--- config.mk ---
export PLATFORM = sky130hd
export DESIGN_NAME = systolic_seq_ctrl
export DESIGN_NICKNAME = d
export VERILOG_FILES = /design/src/rtl/systolic_seq_ctrl.sv
export SDC_FILE = /design/constraint.sdc
export NUM_CORES = 1
export LEC_CHECK = 0
export ABC_AREA = 1
export ABC_CLOCK_PERIOD_IN_PS = 3600
export CAP_MARGIN = 10
export CELL_PAD_IN_SITES_DETAIL_PLACEMENT = 1
export CELL_PAD_IN_SITES_GLOBAL_PLACEMENT = 2
export CORE_ASPECT_RATIO = 1.5
export CORE_UTILIZATION = 26
export DETAILED_ROUTE_END_ITERATION = 10
export PLACE_DENSITY = 0.91
export SLEW_MARGIN = 20
export SYNTH_ARGS = -nofsm -noshare
export SYNTH_HDL_FRONTEND = slang
export SYNTH_SLANG_ARGS = --single-unit
--- constraint.sdc ---
create_clock -name clk -period 3.6 [get_ports clk]
set_clock_uncertainty 0.1 [all_clocks]
set_input_delay 1.08 -clock clk [delete_from_list [all_inputs] [get_ports clk]]
set_output_delay 1.08 -clock clk [all_outputs]
set_load 0.02 [all_outputs]
--- src/rtl/systolic_seq_ctrl.sv ---
// Sequencer for an output-stationary NxN systolic array: latches A/B, clears the PEs,
// streams skewed operand wavefronts into the west/north edges, then waits for the display block.
`timescale 1ns/1ps

module systolic_seq_ctrl #(
    parameter int N = 2,
    parameter int W = 8
) (
    input  logic               clk,
    input  logic               rst,
    input  logic               start,
    input  logic [N*N*W-1:0]   mat_a,
    input  logic [N*N*W-1:0]   mat_b,
    input  logic [1:0]         disp_ack,
    output logic [N*W-1:0]     a_feed,
    output logic [N*W-1:0]     b_feed,
    output logic [N-1:0]       feed_valid,
    output logic               pe_clear,
    output logic [1:0]         state,
    output logic               busy,
    output logic               done,
    output logic [7:0]         run_cnt
);

    localparam int LAST_STEP = 3 * N - 3;
    localparam int SW        = $clog2(3 * N - 2);

    // Encoding is shared with the display block, which decodes it directly.
    typedef enum logic [1:0] {
        S_IDLE    = 2'b00,
        S_LOAD    = 2'b01,
        S_COMPUTE = 2'b10,
        S_DISPLAY = 2'b11
    } state_t;

    state_t             state_q, state_d;
    logic [SW-1:0]      step_q, step_d;
    logic [N*N*W-1:0]   a_lat_q, a_lat_d;
    logic [N*N*W-1:0]   b_lat_q, b_lat_d;
    logic               done_q, done_d;
    logic [7:0]         run_cnt_q, run_cnt_d;

    always_ff @(posedge clk) begin
        if (rst) begin
            state_q   <= S_IDLE;
            step_q    <= '0;
            a_lat_q   <= '0;
            b_lat_q   <= '0;
            done_q    <= 1'b0;
            run_cnt_q <= '0;
        end else begin
            state_q   <= state_d;
            step_q    <= step_d;
            a_lat_q   <= a_lat_d;
            b_lat_q   <= b_lat_d;
            done_q    <= done_d;
            run_cnt_q <= run_cnt_d;
        end
    end

    always_comb begin
        state_d   = state_q;
        step_d    = step_q;
        a_lat_d   = a_lat_q;
        b_lat_d   = b_lat_q;
        done_d    = 1'b0;
        run_cnt_d = run_cnt_q;
        case (state_q)
            S_IDLE: begin
                if (start) begin
                    a_lat_d = mat_a;
                    b_lat_d = mat_b;
                    state_d = S_LOAD;
                end
            end
            S_LOAD: begin
                step_d  = '0;
                state_d = S_COMPUTE;
            end
            S_COMPUTE: begin
                if (step_q == SW'(LAST_STEP)) begin
                    state_d = S_DISPLAY;
                end else begin
                    step_d = step_q + SW'(1);
                end
            end
            S_DISPLAY: begin
                // Only the "results shown" code releases the hold; anything else is ignored.
                if (disp_ack == 2'b10) begin
                    state_d   = S_IDLE;
                    done_d    = 1'b1;
                    run_cnt_d = run_cnt_q + 8'd1;
                end
            end
            default: state_d = S_IDLE;
        endcase
    end

    // Lane i carries A[i][t-i] and B[t-i][i] while i <= t <= i+N-1; the skew gives the wavefront.
    always_comb begin
        a_feed     = '0;
        b_feed     = '0;
        feed_valid = '0;
        if (state_q == S_COMPUTE) begin
            for (int i = 0; i < N; i++) begin
                if ((int'(step_q) >= i) && (int'(step_q) <= i + N - 1)) begin
                    feed_valid[i]     = 1'b1;
                    a_feed[i*W +: W]  = a_lat_q[(i*N + int'(step_q) - i)*W +: W];
                    b_feed[i*W +: W]  = b_lat_q[((int'(step_q) - i)*N + i)*W +: W];
                end
            end
        end
    end

    assign pe_clear = (state_q == S_LOAD);
    assign state    = state_q;
    assign busy     = (state_q != S_IDLE);
    assign done     = done_q;
    assign run_cnt  = run_cnt_q;

endmodule
### Word level (Yosys, flattened, before mapping)

Cells that the tools add are included.

| storage, ports and cells | value |
|---|---|
| register bits | 77 |
| latch bits | 0 |
| bits in writable memories | 0 |
| ROM bits | 0 |
| input port bits | 69 |
| output and inout bits | 47 |
| logic and storage cells | 54 |
| memories | 0 |

| cells by class | value |
|---|---|
| add/subtract/negate cells | 6 |
| $mul | 0 |
| divide/modulo/power cells | 0 |
| $lt $le $gt $ge | 3 |
| equality and inequality tests | 9 |
| shifts and indexed selects | 4 |
| muxes and demuxes | 16 |
| bitwise gates (word level) | 1 |
| reduce and logical (&&, ||, !) cells | 9 |

Operators by type and width:

| operator | number |
|---|---|
| variable part select 32 x 7 -> 8 bit | 2 |
| two-way mux 16 bit | 2 |
| two-way mux 8 bit | 4 |
| variable part select 32 x 6 -> 8 bit | 1 |
| variable part select 32 x 8 -> 8 bit | 1 |
| two-way mux 2 bit | 5 |
| adder 8 x 1 -> 8 bit, second input constant | 1 |
| == test 2 bit, second input constant | 4 |
| inequality test 2 bit, second input constant | 4 |
| case mux 2 bit (4 select lines) | 1 |
| AND reduction 2 bit | 3 |
| adder 4 x 2 -> 5 bit, second input constant | 1 |
| case mux 2 bit (2 select lines) | 1 |
| nonzero test 2 bit | 2 |
| subtractor 3 x 1 -> 4 bit, second input constant | 1 |
| adder 2 x 2 -> 3 bit, first input constant | 1 |
| two-way mux 1 bit | 3 |
| AND reduction 3 bit | 1 |
| subtractor 2 x 1 -> 3 bit, second input constant | 1 |
| adder 2 x 1 -> 2 bit, second input constant | 1 |
| == test 2 x 1 -> 1 bit, second input constant | 1 |
| greater-or-equal comparator 2 x 1 -> 1 bit, second input constant | 1 |
| less-or-equal comparator 2 x 1 -> 1 bit, second input constant | 1 |
| less-or-equal comparator 2 bit, second input constant | 1 |
| other kinds (4) | 4 |

### Logic depth before layout (Yosys ltp)

Gate-level depths: netlist of run 1.

| depth | value |
|---|---|
| depth in word-level cells | 5 |
| depth in mapped cells | 8 |
| depth with buffers taken out | 7 |

### Least setup slack after synthesis of run 1

Ideal clock, no wire load.

| timing | value |
|---|---|
| path kind | flip-flop to output port |
| start point | register state_q[1] (netlist: state[1]) |
| end point | output a_feed[0] |
| data arrival time | 1.682 ns |
| data required time | 2.420 ns |
| path slack | 0.738 ns |
| stages on the path, launching flop included | 6 |
| buffers on the path | 0 |
| path through | dfxtp_1 -> ha_1 -> inv_2 -> nor2_1 -> inv_2 -> a21oi_1 |

| between the ends | value |
|---|---|
| longest elaborated chain between the ends | 2 |

Ends and longest elaborated chain:

| what | RTL line | text |
|---|---|---|
| start, declared | 36 | `state_t state_q, state_d;` |
| start signal, assigned | 52 | `state_q <= state_d;` |
| == test 2 bit | 104 | `if (state_q == S_COMPUTE) begin` |
| two-way mux 16 bit | 104 |  |
| end, declared | 15 | `output logic [N*W-1:0] a_feed,` |

No other way between the ends.

### Final worst setup path of run 1

| timing | value |
|---|---|
| start point | register step_q[0] |
| end point | output a_feed[3] |

| between the ends | value |
|---|---|
| longest elaborated chain between the ends | 3 |
| elaborated cells between the ends (all ways) | 4 |
| those cells by class | order compare (1); shift (1); mux (2) |

Ends and longest elaborated chain:

| what | RTL line | text |
|---|---|---|
| start, declared | 37 | `logic [SW-1:0] step_q, step_d;` |
| start signal, assigned | 53 | `step_q <= step_d;` |
| variable part select 32 x 6 -> 8 bit or less-or-equal comparator 2 x 1 -> 1 bit (tied branches) | 108, 106 |  |
| two-way mux 8 bit * | 106 | `if ((int'(step_q) >= i) && (int'(step_q) <= i + N - 1)) begin` |
| two-way mux 16 bit * | 104 |  |

Mark *: on every way between the ends. The rest lies on a longest branch, timed or not.

==> impl_results.md, run 1 <==
- Post-CTS Hold Buffers: 0
- Leak: 2.20 nW
- CTS tree: built
- Clk buf depth: 2
- Mapped cell area: 0.00358 mm^2
- Worst r2r src: state[1]$_SDFFE_PP0P_
- PwrDens: 682 mW/mm^2
- Number of detailed-route iterations in the first pass: 7
- Most used cell, CP: nor2_1
- Critical path capture point: a_feed[3]
- WP data required: 2.42 ns
- Status: finished with violations
- Hold/Removal Path Class: flop to flop
- Cts bufs inserted: 9
- Post-synth EDFFs: 0
- Initial antenna violation count: 0
- Slowest cell on the critical path: clkdlybuf4s50_1
- Met3 usage: 0.0240
- GRT Overall Usage: 0.169
- Final GP Congestion: 0.753
- Failing checks: design-rule violations
- Clock sink count: 77
- Post-DP HPWL: 8730 um
- Diode count: 0
- Via Count: 3739
- Worst skew pair latency: 0.33 ns
- Routed WL: 11900 um
- Top cell type by total area after synthesis: dfxtp_1
- Worst path bufs/invs: 3
- Total die area: 0.0143 mm^2
- RSZ-0062 raised after global routing: false
- Tmin final: 3.47 ns
- Most common cell in the netlist: nor2_1
- Crit-path cells: buf_4 > ha_1 > nor2_1 > nor2_1 > inv_2 > a21oi_1 > clkdlybuf4s50_1
- Top cells by area, synth: dfxtp_1 43%, nor2_1 20%, o21ai_1 7.8%
- Endpoints failing setup: 0
- VDD IR-drop max: 252 uV
- Share of cells above drive strength 1: 0.0602
- Largest net degree at the start of global routing: 52
- Routed wire length per instance: 14.7 um
- Depth of the worst register-to-register path: 7
- Tot Pwr: 3.55 mW
- Die Width: 97.9 um
- Multi-input gate area: 0.00178 mm^2
- Setup bufs post-CTS: 0
- YS warnings: 0
- Number of DRC markers in iteration 0: 97
- CP delay by family, top: buffers and inverters
- Initial Util: 0.266
- Crit path largest cell delay: 0.63 ns
- Max_slew headroom: 0.630
- Crit path DAT: 2.29 ns
- DRC: 12
- GRT busiest layer: met2
- Post-synth net total: 619
- Max-cap viol count: 0
- Clk slew on worst S/H paths: 0.06 ns
- Final hold viol count: 0
- Avg Cell Area, Syn: 6.62 um^2
- M2 GR Usage: 0.323
- Fin crit share: 0.965
- FF/Latch Area: 0.00155 mm^2
- Critical setup path kind: flop to output pin
- Number of fill cells: 1669
- Clock Tree Root: clkbuf_16
- Top cells by count, synth: 195 x nor2_1, 77 x dfxtp_1, 72 x nand2_1
- H-tree Lvls: 3
- Worst reg2reg setup slack: 1.75 ns
- Maximum clock frequency: 0.288 GHz
- FP Rows: 52
- Post-Synthesis Cells: 541
- Slew @ Worst Pin: 0.554 ns
- Worst Setup End Kind: output pin
- CP Launch Point: step_q[0]$_SDFFE_PP0P_
- Core box area: 0.0135 mm^2
- Worst Path Max Fanout: 17
- Setup TNS: 0 ns
- DP Cell Count: 794
- Slew Limit Fails: 0
- Ports: 116
- Synthesis-stage register bit count: 77
- Startpoint class of the critical path: flop
- Routing usage on met1: 0.181
- Post-synthesis cell type count: 19
- Register area share after synthesis: 0.430
- Total Nets Final: 721
- GR Overflow Total: 0
- Buffers on Ports: 115
- Die Ht: 146 um
- Critical path depth: 7
- Async set-reset flop share out of synthesis: 0
- First-pass GRT wire length: 18800 um
- Antenna Nets Post-Route: 0
- Vias per inst: 4.62
- Final Instance Count excl. Fillers: 810
- R2r endpoint: b_lat_q[8]$_SDFFE_PP0P_
- Ys flop type: dfxtp_1
- Layout area overhead: 45.3%
- Vias in the first global route: 3919
- Synth top area share: 0.430
## how the worst min path moves through the flow
stage                                   startpoint                        to  slack (ns)  cells past startpoint
after global placement     b_lat_q[9]$_SDFFE_PP0P_   b_lat_q[9]$_SDFFE_PP0P_        0.36                      2
final                     b_lat_q[13]$_SDFFE_PP0P_  b_lat_q[13]$_SDFFE_PP0P_        0.38                      2
after CTS                 b_lat_q[12]$_SDFFE_PP0P_  b_lat_q[12]$_SDFFE_PP0P_        0.39                      2
after global routing      b_lat_q[20]$_SDFFE_PP0P_  b_lat_q[20]$_SDFFE_PP0P_        0.41                      2
after detailed placement  b_lat_q[12]$_SDFFE_PP0P_  b_lat_q[12]$_SDFFE_PP0P_        0.37                      2
after floorplan           a_lat_q[13]$_SDFFE_PP0P_  a_lat_q[13]$_SDFFE_PP0P_        0.35                      2
## power by group
part	internal [mW]	leakage [nW]	switching (mW)
combinational	0.517	1.41	0.837
clock	0.643	0.163	0.344
sequential	1.06	0.635	0.145
## logic make-up (layout without fill, tap and decap cells)
logic type	after synthesis	count (layout)	synth area share
adders and majority gates	9	9	0.0314
buffers and inverters	61	168	0.0758
AOI/OAI and AO/OA	105	105	0.147
and+or+nand+nor	287	287	0.311
DFF	77	77	0.430
xor gates and xnor gates	2	2	0.00489
## metrics by stage
step	area, um^2	setup WS (ns)	hold slack, ns	util
2_1_floorplan	3580	0.738	0.350	-
3_3_place_gp	4860	0.366	0.364	0.361
3_5_place_dp	4860	0.290	0.373	0.361
4_1_cts	5190	0.0102	0.388	0.386
5_1_grt	5200	0.00111	0.409	0.386
6_report	5200	0.127	0.383	0.386
## cells in the final DEF, fill, tap and decap left out, types with 3 or more instances in the layout
cell type	netlist	routed
nor2_1	195	195
clkdlybuf4s50_1	0	110
dfxtp_1	77	76
nand2_1	72	71
o21ai_1	56	56
o21ai_0	26	26
a21oi_1	23	23
inv_1	21	21
clkbuf_16	0	9
inv_2	8	8
nor3_1	8	8
ha_1	9	8
buf_4	4	6
nand3_1	5	5
nand2_2	2	3
dlymetal6s2s_1	0	3
## final cells by class
class                           count  share of cell area
Sequential cell                    77               0.297
Multi-Input combinational cell    403               0.342
Clock inverter                      4              0.0135
Clock buffer                       12              0.0493
Timing Repair Buffer              123               0.238
Tap cell                          162              0.0389
Inverter                           29              0.0209
## state kept, by name (all words and copies together), names as in the netlist
| name | flops |
|---|---|
| step_q | 2 |
| b_lat_q | 32 |
| a_lat_q | 32 |
| state | 2 |
| run_cnt | 8 |
| done | 1 |
## metal layers
metal | share of wire | up-vias | routed length (um)
met5 | 0 | - | 0
met2 | 0.54 | 66 | 6430
met1 | 0.41 | 1750 | 4840
met3 | 0.035 | 12 | 412
li1 | - | 1911 | -
met4 | 0.017 | 0 | 200
## worst register-to-register path, cell delays in order, from the launching register on
cell     delay (ns)
dfxtp_1        0.43
inv_1          0.12
ha_1           0.25
nand2_2        0.29
inv_2          0.07
buf_4          0.24
nor2_1         0.16
nor2_1         0.07
## timing repair
| item | in CTS | in global routing |
|---|---|---|
| gates resized for setup | 4 | 4 |
| pin swaps | 0 | 0 |
| setup endpoints to repair | 13 | 9 |
Power figures use the tool's default switching activity.
==> inputs of run 2 (changes only) <==
--- a/config.mk
+++ b/config.mk
@@ -13,7 +13,7 @@
 export CORE_ASPECT_RATIO = 1.5
 export CORE_UTILIZATION = 26
 export DETAILED_ROUTE_END_ITERATION = 10
-export PLACE_DENSITY = 0.91
+export PLACE_DENSITY = 0.85
 export SLEW_MARGIN = 20
 export SYNTH_ARGS = -nofsm -noshare
 export SYNTH_HDL_FRONTEND = slang
==> run 2 against run 1 <==
The flow still finishes with violations (design-rule violations). Sequential power barely moved. Clock power rose by 22%. Critical path depth did not move. Largest cell class unchanged. Largest power group unchanged. First-iteration DRC count rose by 23%.
==> impl_results.md, run 2 (synthesis results as in run 1) <==
- Die Ht: 146 um (unchanged)
- Failing checks: design-rule violations
- Vias in the first global route: 3837 (-2.1%)
- Clock sink count: 77 (unchanged)
- DP Cell Count: 794 (unchanged)
- Post-DP HPWL: 8340 um (-4.5%)
- Sw Share: 0.355 (-0.0184)
- First-pass GRT wire length: 19000 um (+0.81%)
- Initial antenna violation count: 0 (unchanged)
- GR Overflow Total: 0 (unchanged)
- Net Sw Power: 1.33 mW (+0.38%)
- Setup ws final: 0.120 ns (-0.00659 ns)
- Hold_sp: b_lat_q[9]$_SDFFE_PP0P_
- FP Rows: 52 (unchanged)
- Routed WL: 11800 um (-0.98%)
- Combinational Power Share: 0.363 (-0.019)
- Antenna Nets Post-Route: 0 (unchanged)
- Slew Limit Fails: 0 (unchanged)
- Startpoint class of the critical path: flop
- Worst Path Max Fanout: 9 (-8)
- Commonest non-fill, non-tap cell in the layout: nor2_1
- Largest net degree at the start of global routing: 73 (+40%)
- CP Launch Point: state[0]$_SDFFE_PP0P_
- Finished layout cell area: 0.00528 mm^2 (+1.4%)
- Tot Pwr: 3.75 mW (+5.6%)
- Area after DPL: 0.00486 mm^2 (unchanged)
- Diode count: 0 (unchanged)
- Hold/Removal Path Class: flop to flop
- Final Instance Count excl. Fillers: 810 (unchanged)
- Final core utilization: 0.392 (+0.00548)
- Critical path capture point: a_feed[12]
- VDD IR-drop max: 322 uV (+28%)
- CTS tree: built
- Critical setup path kind: flop to output pin
- Endpoints failing setup: 0 (unchanged)
- Worst reg2reg setup slack: 1.87 ns (+0.12 ns)
- WP data required: 2.42 ns (about the same)
- Pre-CTS WS: 0.295 ns (+0.00482 ns)
- RSZ-0062 raised after global routing: false
- Clk slew on worst S/H paths: 0.06 ns (about the same)
- Max-cap viol count: 0 (unchanged)
- Die Width: 97.9 um (unchanged)
- Max_slew headroom: 0.708 (+0.0781)
- Commonest non-fill, non-tap cells in the layout: 195 x nor2_1, 109 x clkdlybuf4s50_1, 76 x dfxtp_1
- Buffers on Ports: 115 (unchanged)
- Cts bufs inserted: 9 (unchanged)
- Tmin final: 3.48 ns (+0.00659 ns)
- Final hold viol count: 0 (unchanged)
- Vias per inst: 4.61 (-0.19%)
- Worst r2r src: state[1]$_SDFFE_PP0P_
- Int Pwr: 2.42 mW (+8.7%)
- Maximum clock frequency: 0.287 GHz (-0.19%)
- Via Count: 3732 (-0.19%)
- GRT Overall Usage: 0.169 (-0.000405)
- Clock share of power: 0.319 (+0.041)
- Ports: 116 (unchanged)
- H-tree Lvls: 3 (unchanged)
- Share of cells above drive strength 1: 0.0617 (+0.00154)
- Number of detailed-route iterations in the first pass: 7 (unchanged)
- Core box area: 0.0135 mm^2 (unchanged)
- Flop pwr share: 0.317 (-0.023)
- Total Nets Final: 721 (unchanged)
- Number of DRC markers in iteration 0: 119 (+23%)
- Depth of the worst register-to-register path: 6 (-1)
- Layout area overhead: 47.3%
- Initial Util: 0.266 (unchanged)
- Routed wire length per instance: 14.5 um (-0.98%)
- Status: finished with violations
- PwrDens: 710 mW/mm^2 (+4.1%)
- Crit path DAT: 2.30 ns (about the same)
- Final GP Congestion: 0.746 (-0.90%)
- Clock Tree Root: clkbuf_16
- Leak: 2.26 nW (+2.6%)
- Fin crit share: 0.967 (+0.00183)
- DRC: 14 (+2)
- Slew @ Worst Pin: 0.438 ns (-0.116 ns)
- Worst skew pair latency: 0.33 ns (about the same)
- R2r endpoint: a_lat_q[18]$_SDFFE_PP0P_
- Setup TNS: 0 ns (unchanged)
- Worst Setup End Kind: output pin
- Hold WS: 0.381 ns (-0.00167 ns)
- Total die area: 0.0143 mm^2 (unchanged)
- Clk buf depth: 2 (unchanged)
[run 2: how the worst min path moves through the flow]
stage	cells after the start	end
2_1_floorplan	2	a_lat_q[13]$_SDFFE_PP0P_
3_3_place_gp	2	a_lat_q[9]$_SDFFE_PP0P_
3_5_place_dp	2	b_lat_q[15]$_SDFFE_PP0P_
4_1_cts	2	b_lat_q[9]$_SDFFE_PP0P_
5_1_grt	2	b_lat_q[17]$_SDFFE_PP0P_
6_report	2	b_lat_q[9]$_SDFFE_PP0P_
[run 2: metal layers]
layer,routed length (um),vias to the layer above,track usage
met4,221,0,0.0568
met3,520,13,0.0346
met2,6090,75,0.317
li1,-,1908,-
met5,0,-,0
met1,4930,1736,0.185
[run 2: final cells by class]
type,instances,area [um^2]
inverter,29,109
multi-input combinational,403,1780
clock inverter,6,158
timing repair buffer,123,1250
clock buffer,10,239
fill,1667,8190
tap,162,203
sequential,77,1540
[run 2: timing repair]
item | in CTS | in global routing
setup endpoints to repair | 4 | 11
hold buffers | 0 | 0
gates resized for setup | 2 | 6
setup buffers | 0 | 0
[run 2: worst max-delay path, cell delays in order (launching register included)]
cell	delay, ns
dfxtp_1	0.35
inv_1	0.13
ha_2	0.27
nand2_1	0.17
inv_2	0.10
nand2_2	0.14
a21oi_1	0.18
clkdlybuf4s50_1	0.62
[run 2: power by group through the flow]
stage,Sequential [mW],Clock (mW),Combinational [mW]
2_1_floorplan,1.18,0,0.913
3_3_place_gp,1.19,0,1.35
3_5_place_dp,1.21,0,1.38
4_1_cts,1.19,1.22,1.39
5_1_grt,1.22,1.26,1.54
6_report,1.19,1.20,1.36
